[src/rtl/loom_scan_pkg.sv]
// ----------------------------------------------------------------------------
// loom_scan_pkg
//   Shared types and default sizing for the loom scan chain controller.
//   - scan_op_e    : operation selected with the start strobe (dump/restore)
//   - scan_state_e : controller state encoding
//   - DEF_CHAIN_LEN / DEF_WORD_W : default chain length and stream word width
// ----------------------------------------------------------------------------
package loom_scan_pkg;

    localparam int DEF_CHAIN_LEN = 24;
    localparam int DEF_WORD_W    = 32;

    typedef enum logic {
        SCAN_OP_DUMP    = 1'b0,
        SCAN_OP_RESTORE = 1'b1
    } scan_op_e;

    typedef enum logic [2:0] {
        ST_IDLE,
        ST_FETCH,
        ST_SHIFT,
        ST_EMIT,
        ST_DONE
    } scan_state_e;

    // Number of stream words needed to carry a whole chain.
    function automatic int scan_num_words(input int chain_len, input int word_w);
        return (chain_len + word_w - 1) / word_w;
    endfunction

endpackage

[src/rtl/loom_scan_ctrl.sv]
// ----------------------------------------------------------------------------
// loom_scan_ctrl
//   Host-side scan chain controller. DUMP streams the chain out as words while
//   looping every shifted-out bit back into the chain head, so the chain is
//   left unchanged. RESTORE takes words from the host and shifts them in.
//   Word k bit j corresponds to the chain bit shifted at position k*WORD_W+j
//   (the first bit out of the tail is word 0 bit 0) for both operations.
//
// Ports:
//   clk_i, rst_i          clock, synchronous active-high reset
//   start_i, op_i         command strobe and operation (0 dump, 1 restore),
//                         accepted only in IDLE
//   busy_o, done_o        operation in progress / one-cycle completion pulse
//   scan_en_o             chain shift enable
//   scan_in_o             bit driven into the chain head
//   scan_out_i            bit at the chain tail
//   out_valid_o/out_data_o/out_ready_i   dump word stream
//   in_valid_i/in_data_i/in_ready_o      restore word stream
// ----------------------------------------------------------------------------
module loom_scan_ctrl
    import loom_scan_pkg::*;
#(
    parameter int CHAIN_LEN = DEF_CHAIN_LEN,
    parameter int WORD_W    = DEF_WORD_W
) (
    input  logic              clk_i,
    input  logic              rst_i,
    input  logic              start_i,
    input  logic              op_i,
    output logic              busy_o,
    output logic              done_o,
    output logic              scan_en_o,
    output logic              scan_in_o,
    input  logic              scan_out_i,
    output logic              out_valid_o,
    output logic [WORD_W-1:0] out_data_o,
    input  logic              out_ready_i,
    input  logic              in_valid_i,
    input  logic [WORD_W-1:0] in_data_i,
    output logic              in_ready_o
);

    localparam int BIT_CW = $clog2(CHAIN_LEN + 1);
    localparam int IDX_W  = $clog2(WORD_W + 1);

    localparam logic [BIT_CW-1:0] LAST_BIT   = BIT_CW'(CHAIN_LEN - 1);
    localparam logic [BIT_CW-1:0] CHAIN_BITS = BIT_CW'(CHAIN_LEN);
    localparam logic [IDX_W-1:0]  LAST_IDX   = IDX_W'(WORD_W - 1);

    scan_state_e       state;
    scan_op_e          op;
    logic [BIT_CW-1:0] bit_cnt;
    logic [IDX_W-1:0]  idx;
    logic [WORD_W-1:0] shift_reg;

    logic word_end;
    logic chain_end;

    assign word_end  = (idx == LAST_IDX);
    assign chain_end = (bit_cnt == LAST_BIT);

    // The single shift register doubles as the dump word being assembled.
    assign out_data_o = shift_reg;

    // Dump loops the tail straight back to the head in the same cycle, so the
    // head bit cannot be registered; it is gated to 0 outside SHIFT.
    assign scan_in_o = (state != ST_SHIFT)      ? 1'b0 :
                       (op == SCAN_OP_DUMP)     ? scan_out_i :
                                                  shift_reg[0];

    // Outputs are registered: each transition loads the output values that
    // belong to the state being entered.
    always_ff @(posedge clk_i) begin
        if (rst_i) begin
            state       <= ST_IDLE;
            op          <= SCAN_OP_DUMP;
            bit_cnt     <= '0;
            idx         <= '0;
            shift_reg   <= '0;
            busy_o      <= 1'b0;
            done_o      <= 1'b0;
            scan_en_o   <= 1'b0;
            out_valid_o <= 1'b0;
            in_ready_o  <= 1'b0;
        end else begin
            done_o <= 1'b0;
            case (state)
                ST_IDLE: begin
                    if (start_i) begin
                        op        <= scan_op_e'(op_i);
                        bit_cnt   <= '0;
                        idx       <= '0;
                        shift_reg <= '0;
                        busy_o    <= 1'b1;
                        if (op_i == SCAN_OP_RESTORE) begin
                            state      <= ST_FETCH;
                            in_ready_o <= 1'b1;
                        end else begin
                            state     <= ST_SHIFT;
                            scan_en_o <= 1'b1;
                        end
                    end
                end

                ST_FETCH: begin
                    if (in_valid_i) begin
                        shift_reg  <= in_data_i;
                        idx        <= '0;
                        in_ready_o <= 1'b0;
                        scan_en_o  <= 1'b1;
                        state      <= ST_SHIFT;
                    end
                end

                ST_SHIFT: begin
                    bit_cnt <= bit_cnt + 1'b1;
                    idx     <= idx + 1'b1;
                    if (op == SCAN_OP_DUMP) begin
                        // Word starts cleared, so OR-ing the tail bit in at
                        // idx leaves unused upper bits of a partial word at 0.
                        shift_reg <= shift_reg | (WORD_W'(scan_out_i) << idx);
                    end else begin
                        shift_reg <= shift_reg >> 1;
                    end
                    if (word_end || chain_end) begin
                        scan_en_o <= 1'b0;
                        if (op == SCAN_OP_DUMP) begin
                            state       <= ST_EMIT;
                            out_valid_o <= 1'b1;
                        end else if (chain_end) begin
                            state  <= ST_DONE;
                            done_o <= 1'b1;
                        end else begin
                            state      <= ST_FETCH;
                            in_ready_o <= 1'b1;
                        end
                    end
                end

                ST_EMIT: begin
                    if (out_ready_i) begin
                        out_valid_o <= 1'b0;
                        shift_reg   <= '0;
                        idx         <= '0;
                        if (bit_cnt != CHAIN_BITS) begin
                            state     <= ST_SHIFT;
                            scan_en_o <= 1'b1;
                        end else begin
                            state  <= ST_DONE;
                            done_o <= 1'b1;
                        end
                    end
                end

                ST_DONE: begin
                    state  <= ST_IDLE;
                    busy_o <= 1'b0;
                end

                default: begin
                    state       <= ST_IDLE;
                    busy_o      <= 1'b0;
                    scan_en_o   <= 1'b0;
                    out_valid_o <= 1'b0;
                    in_ready_o  <= 1'b0;
                end
            endcase
        end
    end

endmodule

[config.mk]
export PLATFORM = sky130hd
export DESIGN_NAME = loom_scan_ctrl
export DESIGN_NICKNAME = d
export VERILOG_FILES = /design/src/rtl/loom_scan_pkg.sv /design/src/rtl/loom_scan_ctrl.sv
export SDC_FILE = /design/constraint.sdc
export NUM_CORES = 1
export LEC_CHECK = 0
export BUFFER_PORTS_ARGS = -buffer_cell sky130_fd_sc_hd__buf_4
export CAP_MARGIN = 10
export CORE_ASPECT_RATIO = 1.2
export CORE_MARGIN = 5
export CORE_UTILIZATION = 40
export DETAILED_ROUTE_END_ITERATION = 6
export PLACE_DENSITY = 0.66
export SLEW_MARGIN = 5
export SYNTH_ARGS = -nofsm -noshare
export SYNTH_HDL_FRONTEND = slang
export SYNTH_SLANG_ARGS = --single-unit
[constraint.sdc]
create_clock -name clk_i -period 1.9 [get_ports clk_i]
set_input_delay 0.285 -clock clk_i [delete_from_list [all_inputs] [get_ports clk_i]]
set_output_delay 0.285 -clock clk_i [all_outputs]
set_load 0.03 [all_outputs]
# Word-level counts from Yosys, hierarchy flattened
# Index checks and enable logic that the tools add are counted.
[word_totals]
reg_bits = 52
input_bits = 39
[classes]
bitwise = 5
n_mux = 48
eq_ne = 18
shift = 1
n_reduce_logical = 15
addsub = 2
[op_table]
columns = ["cell", "count"]
rows = [
  ["2-to-1 mux 32 bit", 4],
  ["one-hot mux 32 bit (4 select lines)", 1],
  ["bitwise OR 32 bit", 1],
  ["left shift 1 x 6 -> 32 bit", 1],
  ["one-hot mux 6 bit (4 select lines)", 1],
  ["2-to-1 mux 1 bit", 23],
  ["2-to-1 mux 3 bit", 7],
  ["inequality test 2 bit (second input constant)", 10],
  ["2-to-1 mux 6 bit", 3],
  ["AND reduction 7 bit", 2],
  ["one-hot mux 3 bit (4 select lines)", 1],
  ["AND reduction 4 bit", 3],
  ["one-hot mux 5 bit (2 select lines)", 1],
  ["adder 6 x 1 -> 6 bit (second input constant)", 1],
  ["== test 3 x 2 -> 1 bit (second input constant)", 2],
  ["== test 6 x 5 -> 1 bit (second input constant)", 1],
  ["AND reduction 2 bit", 3],
  ["OR reduction 3 bit", 2],
  ["adder 5 x 1 -> 5 bit (second input constant)", 1],
  ["== test 5 bit (second input constant)", 1],
  ["2-to-1 mux 5 bit", 1],
  ["inequality test 5 bit (second input constant)", 1],
  ["one-hot mux 1 bit (5 select lines)", 1],
  ["inverter 1 bit", 4],
  ["other kinds (12)", 13],
]

# Depth between registers and ports, before layout
# Gate-level depths: netlist of the first run.
[depth]
word_depth = 5
ltp_mapped = 6

# Worst setup path after synthesis of the first run
# Ideal clock, no wire load.
[synth_timing]
path_type = "register to register"
from = "register op"
to = "register shift_reg[15], in the netlist out_data_o[15]"
arrival_time_ns = 1.784
required_ns = 1.840
stages_incl_launch_ff = 7
setup_ns = 0.060
slack_ns = 0.057
cell_sequence = "dfxtp_1 -> buf_6 -> or4b_1 -> or4b_1 -> buf_2 -> o21ai_1 -> a22o_1"
[synth_via]
elab_chain_len = 2
[synth_rtl]
columns = ["item", "line_no", "rtl"]
rows = [
  ["from (decl)", "loom_scan_ctrl.sv:51", "scan_op_e op;"],
  ["from (signal assigned)", "loom_scan_ctrl.sv:90", "op <= scan_op_e'(op_i);"],
  ["2-to-1 mux 32 bit", "loom_scan_ctrl.sv:118", "if (op == SCAN_OP_DUMP) begin"],
  ["one-hot mux 32 bit (4 select lines)", "loom_scan_ctrl.sv:87", "case (state)"],
  ["to (signal assigned)", "loom_scan_ctrl.sv:107", "shift_reg <= in_data_i;"],
  ["to (signal assigned)", "loom_scan_ctrl.sv:121", "shift_reg <= shift_reg | (WORD_W'(scan_out_i) << idx);"],
  ["to (signal assigned)", "loom_scan_ctrl.sv:123", "shift_reg <= shift_reg >> 1;"],
  ["to (decl)", "loom_scan_ctrl.sv:54", "logic [WORD_W-1:0] shift_reg;"],
]
# Every way passes these cells.
# A chain may end at the register's enable or synchronous reset.

# Final worst setup path of the first run
[layout_timing]
from = "register state[1]"
to = "output port scan_in_o"
[layout_via]
elab_chain_len = 2
[layout_rtl]
columns = ["item", "line_no", "rtl"]
rows = [
  ["from (decl)", "loom_scan_ctrl.sv:50", "scan_state_e state;"],
  ["from (signal assigned)", "loom_scan_ctrl.sv:75", "state <= ST_IDLE;"],
  ["from (signal assigned)", "loom_scan_ctrl.sv:96", "state <= ST_FETCH;"],
  ["from (signal assigned)", "loom_scan_ctrl.sv:99", "state <= ST_SHIFT;"],
  ["inequality test 3 x 2 -> 1 bit", "loom_scan_ctrl.sv:67", "assign scan_in_o = (state != ST_SHIFT) ? 1'b0 :"],
  ["2-to-1 mux 1 bit", "loom_scan_ctrl.sv:67", ""],
  ["to (decl)", "loom_scan_ctrl.sv:33", "output logic scan_in_o,"],
]
# Every way passes these cells.

==> results.py, run 1 <==
metrics = {
    "status": {
        "outcome": "finished, final reports clean",
    },
    "worst_setup_path": {
        "critical-path-top-cell-by-count": "sky130_fd_sc_hd__buf_6",
        "timing.critical_path.max_delay_family": "simple AND/OR/NAND/NOR gates",
        "critPathLaunch": "state[1]$_SDFFE_PP0P_",
        "chain_of_cells_forming_the_critical_path": "buf_6 > buf_6 > or3b_4 > nor2_1 > buf_4",
        "worst-setup-path-type": "reg -> out",
        "startpoint_of_the_worst_slack_reg_to_reg_timing_path": "op$_SDFFE_PP0P_",
        "timing.critical_path.slowest_stage_cell": "sky130_fd_sc_hd__or3b_4",
        "critPathMaxFanout": 9,
        "worst-endpoint-required_ns": 1.62,
        "startpoint_type": "register",
        "buffers_and_inverters_on_the_worst_path": 3,
        "crit_path_end_kind": "primary output",
        "timing.critical_path.slowest_cell_delay_ns": 0.40,
        "cp_data_arrival_time_ns": 1.56,
    },
    "synthesis": {
        "ys.warnings.count": 0,
        "netlist-cell-type-count": 51,
        "netlist_instances": 307,
        "dominantRegCellSynth": "sky130_fd_sc_hd__dfxtp_1",
        "synth_seq_cells": 52,
        "synth_commonest_cells": "sky130_fd_sc_hd__dfxtp_1 (52), sky130_fd_sc_hd__a22oi_1 (35), sky130_fd_sc_hd__a22o_1 (32)",
        "synthTopCellsByArea": "sky130_fd_sc_hd__dfxtp_1 (38%), sky130_fd_sc_hd__a22o_1 (10%), sky130_fd_sc_hd__a22oi_1 (9.6%)",
        "synth-edff-count": 0,
        "share_of_flip_flops_with_an_asynchronous_set_or_reset_after_synthesis_pct": 0,
        "synth_area_sq_um": 2733,
        "synth.most_common_cell": "sky130_fd_sc_hd__dfxtp_1",
        "synthesized_netlist_net_count": 349,
        "syn_area_per_cell_sq_um": 8.901,
        "yosysSeqAreaShare_pct": 38.10,
        "synth_largest_area_cell": "sky130_fd_sc_hd__dfxtp_1",
        "synth_largest_type_area_fraction_pct": 38.10,
    },
    "worst_hold_path": {
        "hp-start": "op_i",
        "hold_class": "in -> reg",
    },
    "die": {
        "std_cell_rows": 33,
        "design.portCount": 77,
        "die_h_um": 100.5,
        "die_area_sq_um": 8591,
        "starting_density_pct": 40.60,
        "std_cell_core_area_sq_um": 6730,
        "die_width_um": 85.45,
    },
    "placed_design": {
        "count_of_buffers_inserted_at_the_top_level_ports": 76,
        "postPlaceCellArea_sq_um": 3495,
        "placed_cells": 466,
        "routabilityCongestion": 0.8133,
        "hpwl_um": 6043,
    },
    "drt": {
        "final_antenna_net_count": 0,
        "route.detailed.wl_per_inst_um": 17.40,
        "vias_per_cell": 5.908,
        "dr.first_iter.drc_count": 159,
        "vias": 2836,
        "postRouteWirelength_um": 8354,
        "tritonroute_pass_1_iters": 5,
        "drcViolationCount": 0,
    },
    "clocking": {
        "clock_tree_from_tritoncts": "yes",
        "cts_h_tree_depth": 2,
        "max-clock-path-buffers": 2,
        "clk_root_buffer_cell": "sky130_fd_sc_hd__clkbuf_8",
        "tritoncts_sink_count": 52,
        "clk-insertion-delay-late_ns": 0.30,
        "cts_buffers": 5,
        "cts_hold_buf": 0,
        "clk_pin_slew_worst_paths_ns": 0.10,
    },
    "finish": {
        "nNetsFinal": 434,
        "ff_latch_area_sq_um": 1042,
        "finalInstanceArea_sq_um": 3656,
        "antenna-diode-count": 0,
        "syn2layout_area_growth_pct": 33.79,
        "n_fill_cell": 663,
        "multi_input_area_sq_um": 1599,
        "post_route_cells_drive_above_1_share_pct": 31.55,
        "final_cells": 480,
    },
    "grt": {
        "grt_pass1_wl_um": 13000,
        "grt_start_max_net_pins": 33,
        "vias_in_the_first_global_route": 2630,
        "antenna_found_initial": 0,
        "grtUsageTotal_pct": 18.30,
        "globalRouteOverflowTotal": 0,
    },
    "flow_run": {
        "drv_cap": 0,
    },
    "timing": {
        "layout_worst_path_cycle_share_pct": 96.86,
        "fmaxAchievable_mhz": 543.4,
        "fin_tns_setup_ns": 0,
        "slew-limit-headroom_pct": 61.41,
        "slew_viol_final": 0,
        "report.final.hold_viol_count": 0,
        "tightestPinTransition_ns": 0.5729,
        "clock-skew-final_ns": 0.01267,
        "final.min_clock_period_ns": 1.840,
        "setup-violations-final": 0,
    },
    "pwr": {
        "worst_ir_drop_vdd_v": 0.0006072,
        "leakage_component_of_the_power_nw": 1.456,
        "power_density_nw_per_um2": 1048,
    },
}
[flip-flops by register name (all words and copies together), names as in the netlist]
register and flops:
bit_cnt 5, busy_o 1, done_o 1, idx 6
in_ready_o 1, op 1, out_data_o 32, out_valid_o 1
scan_en_o 1, state 3
[cells in the final DEF (no fill, tap or decap), types with 2 or more instances in the layout]
cell type                    count
sky130_fd_sc_hd__o21ai_0        24
sky130_fd_sc_hd__a2111oi_0       2
sky130_fd_sc_hd__mux2_2          3
sky130_fd_sc_hd__xnor2_1         4
sky130_fd_sc_hd__or4b_4          2
sky130_fd_sc_hd__o32ai_1         2
sky130_fd_sc_hd__a22oi_1        35
sky130_fd_sc_hd__nand4b_1        2
sky130_fd_sc_hd__nand3b_1        4
sky130_fd_sc_hd__clkinvlp_4      2
sky130_fd_sc_hd__mux2i_1         4
sky130_fd_sc_hd__nor2_1         18
sky130_fd_sc_hd__a21o_1          3
sky130_fd_sc_hd__buf_12          2
sky130_fd_sc_hd__nand2_1        12
sky130_fd_sc_hd__o21bai_1        2
sky130_fd_sc_hd__and3_1          4
sky130_fd_sc_hd__a21oi_1         6
sky130_fd_sc_hd__o21ai_1        11
sky130_fd_sc_hd__a22o_1         32
sky130_fd_sc_hd__nand3_1         8
sky130_fd_sc_hd__clkbuf_8        5
sky130_fd_sc_hd__inv_1           6
sky130_fd_sc_hd__ha_1            3
sky130_fd_sc_hd__dfxtp_1        51
sky130_fd_sc_hd__nor3_1          4
sky130_fd_sc_hd__nor4b_1         2
sky130_fd_sc_hd__nor3b_1         2
sky130_fd_sc_hd__buf_6           2
sky130_fd_sc_hd__nand2b_1        2
sky130_fd_sc_hd__nor2b_1         9
sky130_fd_sc_hd__a211oi_1        3
sky130_fd_sc_hd__buf_4          97
[worst min-delay path: stages]
cell                      delay (ns)
sky130_fd_sc_hd__buf_4          0.11
sky130_fd_sc_hd__mux2i_1        0.07
sky130_fd_sc_hd__nor2_1         0.07
[worst paths after layout]
kind | end | slack, ns | cells after the start
max | scan_in_o | 0.06 | 5
min | op$_SDFFE_PP0P_ | 0.28 | 3
max reg2reg | out_data_o[8]$_SDFFE_PP0P_ | 0.10 | 4
min reg2reg | busy_o$_SDFFE_PP0P_ | 0.52 | 2
[through the flow]
step	setup WS, ns	util (%)	power, mW	hold WS (ns)
after floorplan	0.05662	-	2.434	0.4318
after global placement	0.05884	51.92	3.062	0.4936
after detailed placement	0.009997	51.92	3.077	0.4988
after CTS	0.01191	53.50	3.739	0.2695
after global routing	-0.002967	54.32	4.062	0.2940
final	0.05958	54.32	3.832	0.2783
[cells by family (layout without fill, tap and decap cells)]
logic type | Yosys count | count (layout) | share of synthesized area, %
buffers and inverters | 29 | 115 | 4.487
AND/OR/NAND/NOR | 78 | 78 | 16.30
flip-flops | 52 | 52 | 38.10
adder cells (fa/ha/maj) | 3 | 3 | 1.374
multiplexers | 7 | 7 | 2.701
XOR/XNOR | 4 | 4 | 1.282
AO/OA/AOI/OAI | 134 | 134 | 35.76
[layer usage]
layer / routed length, um / global-route usage, % / vias to the layer above
li1: - / - / 1353
met1: 3474 / 22.67 / 1372
met2: 4214 / 32.30 / 98
met3: 536 / 3.761 / 13
met4: 128 / 4.507 / 0
met5: 0 / 0 / -
[power breakdown]
group | total (mW) | internal [mW] | leakage [nW] | switching (mW)
sequential | 1.27 | 1.20 | 0.421 | 0.0695
combinational | 1.93 | 0.858 | 0.995 | 1.07
clock | 0.634 | 0.261 | 0.0404 | 0.373
total | 3.83 | 2.32 | 1.46 | 1.52
[area by class of cell]
class                   count  share of cell area [%]
repair buffers            101                   21.63
inverters                   6                  0.6160
clock inverters             3                  0.6502
multi-input cells         226                   43.74
clock buffers               5                   1.882
well taps                  87                   2.977
flip-flops and latches     52                   28.51
[timing repair]
item	in CTS	in global routing
pin swaps	1	3
buffers inserted	0	6
gates resized for setup	4	6
hold endpoints to repair	0	0
endpoints found under the setup margin	4	34
Note: power is estimated with default switching activity, not from simulation.
==> run 2, diff against run 1 <==
- MAX_ROUTING_LAYER: unset -> met4
- SLEW_MARGIN: 5 -> unset
==> run 2 against run 1 <==
- power hardly changed
- first-iteration DRC count grew 19%
- non-clock buffer count did not move
- register-to-register slack hardly changed
- combinational power is essentially flat
- sequential cell count is the same
- hold slack got worse by 0.0017 ns
- setup slack improved by 0.0013 ns
- fmax is essentially flat
- sequential power is essentially flat
- critical path depth did not move
- routed wire length down 0.49%
- critical path type unchanged
- critical endpoint unchanged
==> results.py, run 2 (synthesized netlist as in run 1, its figures left out) <==
metrics = {
    "status": {
        "outcome": "finished, final reports clean",
    },
    "worst_hold_path": {
        "hold_class": "in -> reg",
    },
    "finish": {
        "post_route_cells_drive_above_1_share_pct": 31.55,
        "nNetsFinal": 434,
        "n_fill_cell": 663,
        "syn2layout_area_growth_pct": 33.79,
        "largest_register_ff_count": 32,
        "most_frequent_cells_in_the_layout": "sky130_fd_sc_hd__buf_4 (97), sky130_fd_sc_hd__dfxtp_1 (51), sky130_fd_sc_hd__a22oi_1 (35)",
        "layout_commonest_cell": "sky130_fd_sc_hd__buf_4",
        "antenna-diode-count": 0,
    },
    "timing": {
        "fmaxAchievable_mhz": 543.7,
        "slew_viol_final": 0,
        "report.final.hold_viol_count": 0,
        "clock-skew-final_ns": 0.01356,
        "layout_worst_path_cycle_share_pct": 96.80,
        "timing.hold.ws_ns": 0.2766,
        "final.min_clock_period_ns": 1.839,
        "timing.final.ws_setup_ns": 0.06088,
        "slew-limit-headroom_pct": 61.16,
        "tightestPinTransition_ns": 0.5765,
        "setup-violations-final": 0,
    },
    "worst_setup_path": {
        "crit_path_end_kind": "primary output",
        "chain_of_cells_forming_the_critical_path": "buf_6 > buf_6 > or3b_4 > nor2_1 > buf_4",
        "buffers_and_inverters_on_the_worst_path": 3,
        "critical-path-top-cell-by-count": "sky130_fd_sc_hd__buf_6",
        "timing.critical_path.max_delay_family": "simple AND/OR/NAND/NOR gates",
        "timing.critical_path.slowest_stage_cell": "sky130_fd_sc_hd__or3b_4",
        "worst-setup-path-type": "reg -> out",
        "worst-endpoint-required_ns": 1.62,
        "critPathMaxFanout": 9,
        "startpoint_type": "register",
        "cp_data_arrival_time_ns": 1.55,
        "timing.critical_path.slowest_cell_delay_ns": 0.40,
    },
    "grt": {
        "vias_in_the_first_global_route": 2628,
        "antenna_found_initial": 0,
        "gr-max-usage-layer": "met2",
        "global_route.usage.met3_pct": 3.516,
        "globalRouteOverflowTotal": 0,
        "grtUsageMet2_pct": 32.18,
        "groute.layer.met1.usage_pct": 23.08,
        "grt_pass1_wl_um": 13030,
        "grt_start_max_net_pins": 33,
        "grtUsageTotal_pct": 18.88,
    },
    "die": {
        "std_cell_core_area_sq_um": 6730,
        "die_width_um": 85.45,
        "std_cell_rows": 33,
        "design.portCount": 77,
        "starting_density_pct": 40.60,
        "die_area_sq_um": 8591,
        "die_h_um": 100.5,
    },
    "drt": {
        "dr.first_iter.drc_count": 190,
        "vias_per_cell": 5.915,
        "vias": 2839,
        "drcViolationCount": 0,
        "route.detailed.wl_per_inst_um": 17.32,
        "tritonroute_pass_1_iters": 5,
        "postRouteWirelength_um": 8313,
        "final_antenna_net_count": 0,
    },
    "placed_design": {
        "routabilityCongestion": 0.8254,
        "hpwl_um": 6043,
        "placement_stage_worst_setup_slack_ns": 0.009997,
        "count_of_buffers_inserted_at_the_top_level_ports": 76,
    },
    "clocking": {
        "tritoncts_sink_count": 52,
        "cts_buffers": 5,
        "clock_tree_from_tritoncts": "yes",
        "cts_h_tree_depth": 2,
        "max-clock-path-buffers": 2,
        "clk_root_buffer_cell": "sky130_fd_sc_hd__clkbuf_8",
        "clk-insertion-delay-late_ns": 0.31,
        "clk_pin_slew_worst_paths_ns": 0.09,
    },
    "pwr": {
        "leakage_component_of_the_power_nw": 1.456,
        "power_density_nw_per_um2": 1048,
        "overall_power_of_the_completed_layout_mw": 3.832,
        "worst_ir_drop_vdd_v": 0.0006044,
    },
    "flow_run": {
        "drv_cap": 0,
    },
}
[run 2: cell counts in the layout (fill, tap and decap cells not counted)]
Identical to the previous run, type by type.
[run 2: final timing paths]
| kind | from | to | cells after the start | slack, ns |
|---|---|---|---|---|
| hold reg to reg | busy_o$_SDFFE_PP0P_ | busy_o$_SDFFE_PP0P_ | 2 | 0.52 |
| setup reg to reg | op$_SDFFE_PP0P_ | out_data_o[15]$_SDFFE_PP0P_ | 4 | 0.09 |
| setup / recovery | state[1]$_SDFFE_PP0P_ | scan_in_o | 5 | 0.06 |
| hold / removal | op_i | op$_SDFFE_PP0P_ | 3 | 0.28 |
[run 2: layer usage]
layer / vias up / wire length [um]
met5: - / 0
met3: 11 / 523
met2: 99 / 4210
met1: 1377 / 3462
met4: 0 / 117
li1: 1352 / -
[run 2: worst reg2reg max path: cells and delay by family (launching register included)]
family,cells,cell delay [ns]
compound gates,2,0.32
flops,1,0.32
simple gates,2,1.11
[run 2: layout make-up]
class	instances	area, sq um	share of cell area [%]
Timing Repair Buffer	101	790.8	21.63
Tap cell	87	108.9	2.977
Clock inverter	3	23.77	0.6502
Clock buffer	5	68.82	1.882
Inverter	6	22.52	0.6160
Multi-Input combinational cell	226	1599	43.74
Sequential cell	52	1042	28.51
[run 2: timing repair]
item,in CTS,in global routing
endpoints found under the setup margin,4,34
hold buffers,0,0
setup buffers,0,6
resized for setup,4,6
pin swaps,1,3
[run 2: power by group]
group	internal [mW]	total (mW)	leakage [nW]	switching [mW]
logic	0.858	1.93	0.995	1.07
clock network	0.261	0.636	0.0404	0.374
registers	1.20	1.27	0.421	0.0691
total	2.32	3.83	1.46	1.52
[run 2: stage by stage]
step	setup TNS, ns	instance area, sq um	util [%]	std cells
2_1_floorplan	0	2733	-	307
3_3_place_gp	0	3495	51.92	466
3_5_place_dp	0	3495	51.92	466
4_1_cts	0	3601	53.50	474
5_1_grt	-0.002967	3656	54.32	480
6_report	0	3656	54.32	480
==> run 3, diff against run 2 <==
==> constraint.sdc (replaced) <==
create_clock -name clk_i -period 1.9 [get_ports clk_i]
set_input_delay 0.19 -clock clk_i [delete_from_list [all_inputs] [get_ports clk_i]]
set_output_delay 0.19 -clock clk_i [all_outputs]
set_load 0.03 [all_outputs]
==> run 3 against run 2 <==
- clock skew down 0.0022 ns
- sequential cell count unchanged
- non-clock buffer count down 2
- combinational power down 2%
- hold slack worse by 0.095 ns
- global-route usage up 0.14 points
- cell area down 0.55%
- sequential share of layout area up 0.12 points
- critical endpoint unchanged
==> results.py, run 3 (synthesized netlist as in run 1, its figures left out) <==
metrics = {
    "drt": {
        "drcViolationCount": 0,
        "postRouteWirelength_um": 8240,
        "vias": 2819,
        "final_antenna_net_count": 0,
        "vias_per_cell": 5.897,
        "route.detailed.wl_per_inst_um": 17.24,
        "tritonroute_pass_1_iters": 5,
        "dr.first_iter.drc_count": 228,
    },
    "worst_setup_path": {
        "crit_path_end_kind": "primary output",
        "critPathLaunch": "state[1]$_SDFFE_PP0P_",
        "reg2regPathDepth": 4,
        "worst-setup-path-type": "reg -> out",
        "cp_data_arrival_time_ns": 1.63,
        "critPathCapture": "scan_in_o",
        "startpoint_type": "register",
        "startpoint_of_the_worst_slack_reg_to_reg_timing_path": "op$_SDFFE_PP0P_",
        "worstReg2RegEnd": "out_data_o[15]$_SDFFE_PP0P_",
        "worst-endpoint-required_ns": 1.71,
        "critPathMaxFanout": 9,
        "timing.reg2reg.setup_slack_ns": 0.09,
    },
    "pwr": {
        "switchingPower_mw": 1.501,
        "leakage_component_of_the_power_nw": 1.444,
        "worst_ir_drop_vdd_v": 0.0006051,
        "power_frac_comb_pct": 49.8,
        "clock_power_share_pct": 16.8,
        "power_density_nw_per_um2": 1041,
        "power.share.sequential_pct": 33.3,
        "cell_internal_pwr_mw": 2.284,
        "sw_frac_of_total_pct": 39.66,
    },
    "finish": {
        "largest_register_ff_count": 32,
        "n_fill_cell": 661,
        "nNetsFinal": 432,
        "multi_input_area_sq_um": 1599,
        "ff_latch_area_sq_um": 1041,
        "syn2layout_area_growth_pct": 33.06,
        "most_frequent_cells_in_the_layout": "sky130_fd_sc_hd__buf_4 (96), sky130_fd_sc_hd__dfxtp_1 (52), sky130_fd_sc_hd__a22oi_1 (35)",
        "layout_commonest_cell": "sky130_fd_sc_hd__buf_4",
        "post_route_cells_drive_above_1_share_pct": 30.95,
        "antenna-diode-count": 0,
    },
    "timing": {
        "fin_tns_setup_ns": 0,
        "slew-limit-headroom_pct": 61.63,
        "clock-skew-final_ns": 0.01139,
        "setup-violations-final": 0,
        "layout_worst_path_cycle_share_pct": 95.64,
        "final.min_clock_period_ns": 1.817,
        "slew_viol_final": 0,
        "timing.hold.ws_ns": 0.1814,
        "report.final.hold_viol_count": 0,
        "fmaxAchievable_mhz": 550.3,
        "tightestPinTransition_ns": 0.5696,
        "setup_repair_after_global_routing_missed_its_margin": "no",
    },
    "grt": {
        "grt_pass1_wl_um": 13120,
        "globalRouteOverflowTotal": 0,
        "grtUsageTotal_pct": 19.02,
        "antenna_found_initial": 0,
        "vias_in_the_first_global_route": 2639,
        "grt_start_max_net_pins": 33,
    },
    "placed_design": {
        "routabilityCongestion": 0.8254,
        "count_of_buffers_inserted_at_the_top_level_ports": 76,
        "hpwl_um": 6043,
    },
    "die": {
        "die_h_um": 100.5,
        "std_cell_core_area_sq_um": 6730,
        "design.portCount": 77,
        "die_width_um": 85.45,
        "std_cell_rows": 33,
        "starting_density_pct": 40.60,
        "die_area_sq_um": 8591,
    },
    "status": {
        "outcome": "finished, final reports clean",
    },
    "clocking": {
        "clk_pin_slew_worst_paths_ns": 0.10,
        "clk_root_buffer_cell": "sky130_fd_sc_hd__clkbuf_8",
        "cts_h_tree_depth": 2,
        "clk-insertion-delay-late_ns": 0.30,
        "max-clock-path-buffers": 2,
        "cts_buffers": 5,
        "tritoncts_sink_count": 52,
        "clock_tree_from_tritoncts": "yes",
    },
    "flow_run": {
        "drv_cap": 0,
    },
    "worst_hold_path": {
        "hold_class": "in -> reg",
    },
}
==> run 3: cell types whose count changed in the layout (fill, tap and decap cells not counted), sizes merged <==
cell	change
buf	-2
==> run 3: final cells by class <==
class	instances	share of cell area, %
well taps	87	2.994
clock inverters	3	0.6538
flip-flops and latches	52	28.63
repair buffers	99	21.23
clock buffers	5	1.893
multi-input cells	226	43.98
inverters	6	0.6194
==> run 3: how the worst min path moves through the flow <==
| stage | cells past startpoint | startpoint | end |
|---|---|---|---|
| floorplan | 2 | op_i | op$_SDFFE_PP0P_ |
| global route | 3 | op_i | op$_SDFFE_PP0P_ |
| global placement | 3 | op_i | op$_SDFFE_PP0P_ |
| detailed placement | 3 | op_i | op$_SDFFE_PP0P_ |
| CTS | 3 | op_i | op$_SDFFE_PP0P_ |
| finish | 3 | op_i | op$_SDFFE_PP0P_ |
==> run 3: through the flow <==
stage               setup WS [ns]  std cells  instance area [sq um]  power, mW  util (%)
global placement          0.05884        466                   3495      3.062     51.92
global route             0.007383        478                   3636      4.022     54.02
detailed placement       0.009997        466                   3495      3.077     51.92
finish                    0.08287        478                   3636      3.785     54.02
CTS                       0.01191        474                   3593      3.722     53.39
floorplan                 0.05662        307                   2733      2.434         -
==> run 3: what timing repair did <==
action	CTS	global route
gates resized for setup	2	6
pin swaps	1	2
buffers inserted	0	4
hold buffers	0	0
setup endpoints to repair	4	33
==> run 3: critical path, cell delays in order (launching register included) <==
cell and delay (ns):
sky130_fd_sc_hd__dfxtp_1 0.34, sky130_fd_sc_hd__buf_4 0.17, sky130_fd_sc_hd__buf_6 0.13, sky130_fd_sc_hd__or3b_4 0.40, sky130_fd_sc_hd__nor2_1 0.12, sky130_fd_sc_hd__buf_4 0.16
==> run 3: power groups by stage <==
stage / clock, mW / sequential [mW] / combinational [mW]
after floorplan: 0 / 1.42 / 1.01
after CTS: 0.654 / 1.26 / 1.81
after global placement: 0 / 1.28 / 1.78
after global routing: 0.697 / 1.27 / 2.05
after detailed placement: 0 / 1.28 / 1.79
final: 0.638 / 1.26 / 1.89
==> run 3: per-layer routing <==
| layer | GRT usage, % | up-vias | part of all wire, % |
|---|---|---|---|
| met5 | - | - | 0 |
| met4 | 5.238 | 0 | 1.5 |
| met3 | 3.598 | 13 | 6.4 |
| met2 | 32.00 | 100 | 50 |
| met1 | 23.28 | 1358 | 42 |
| li1 | - | 1348 | - |
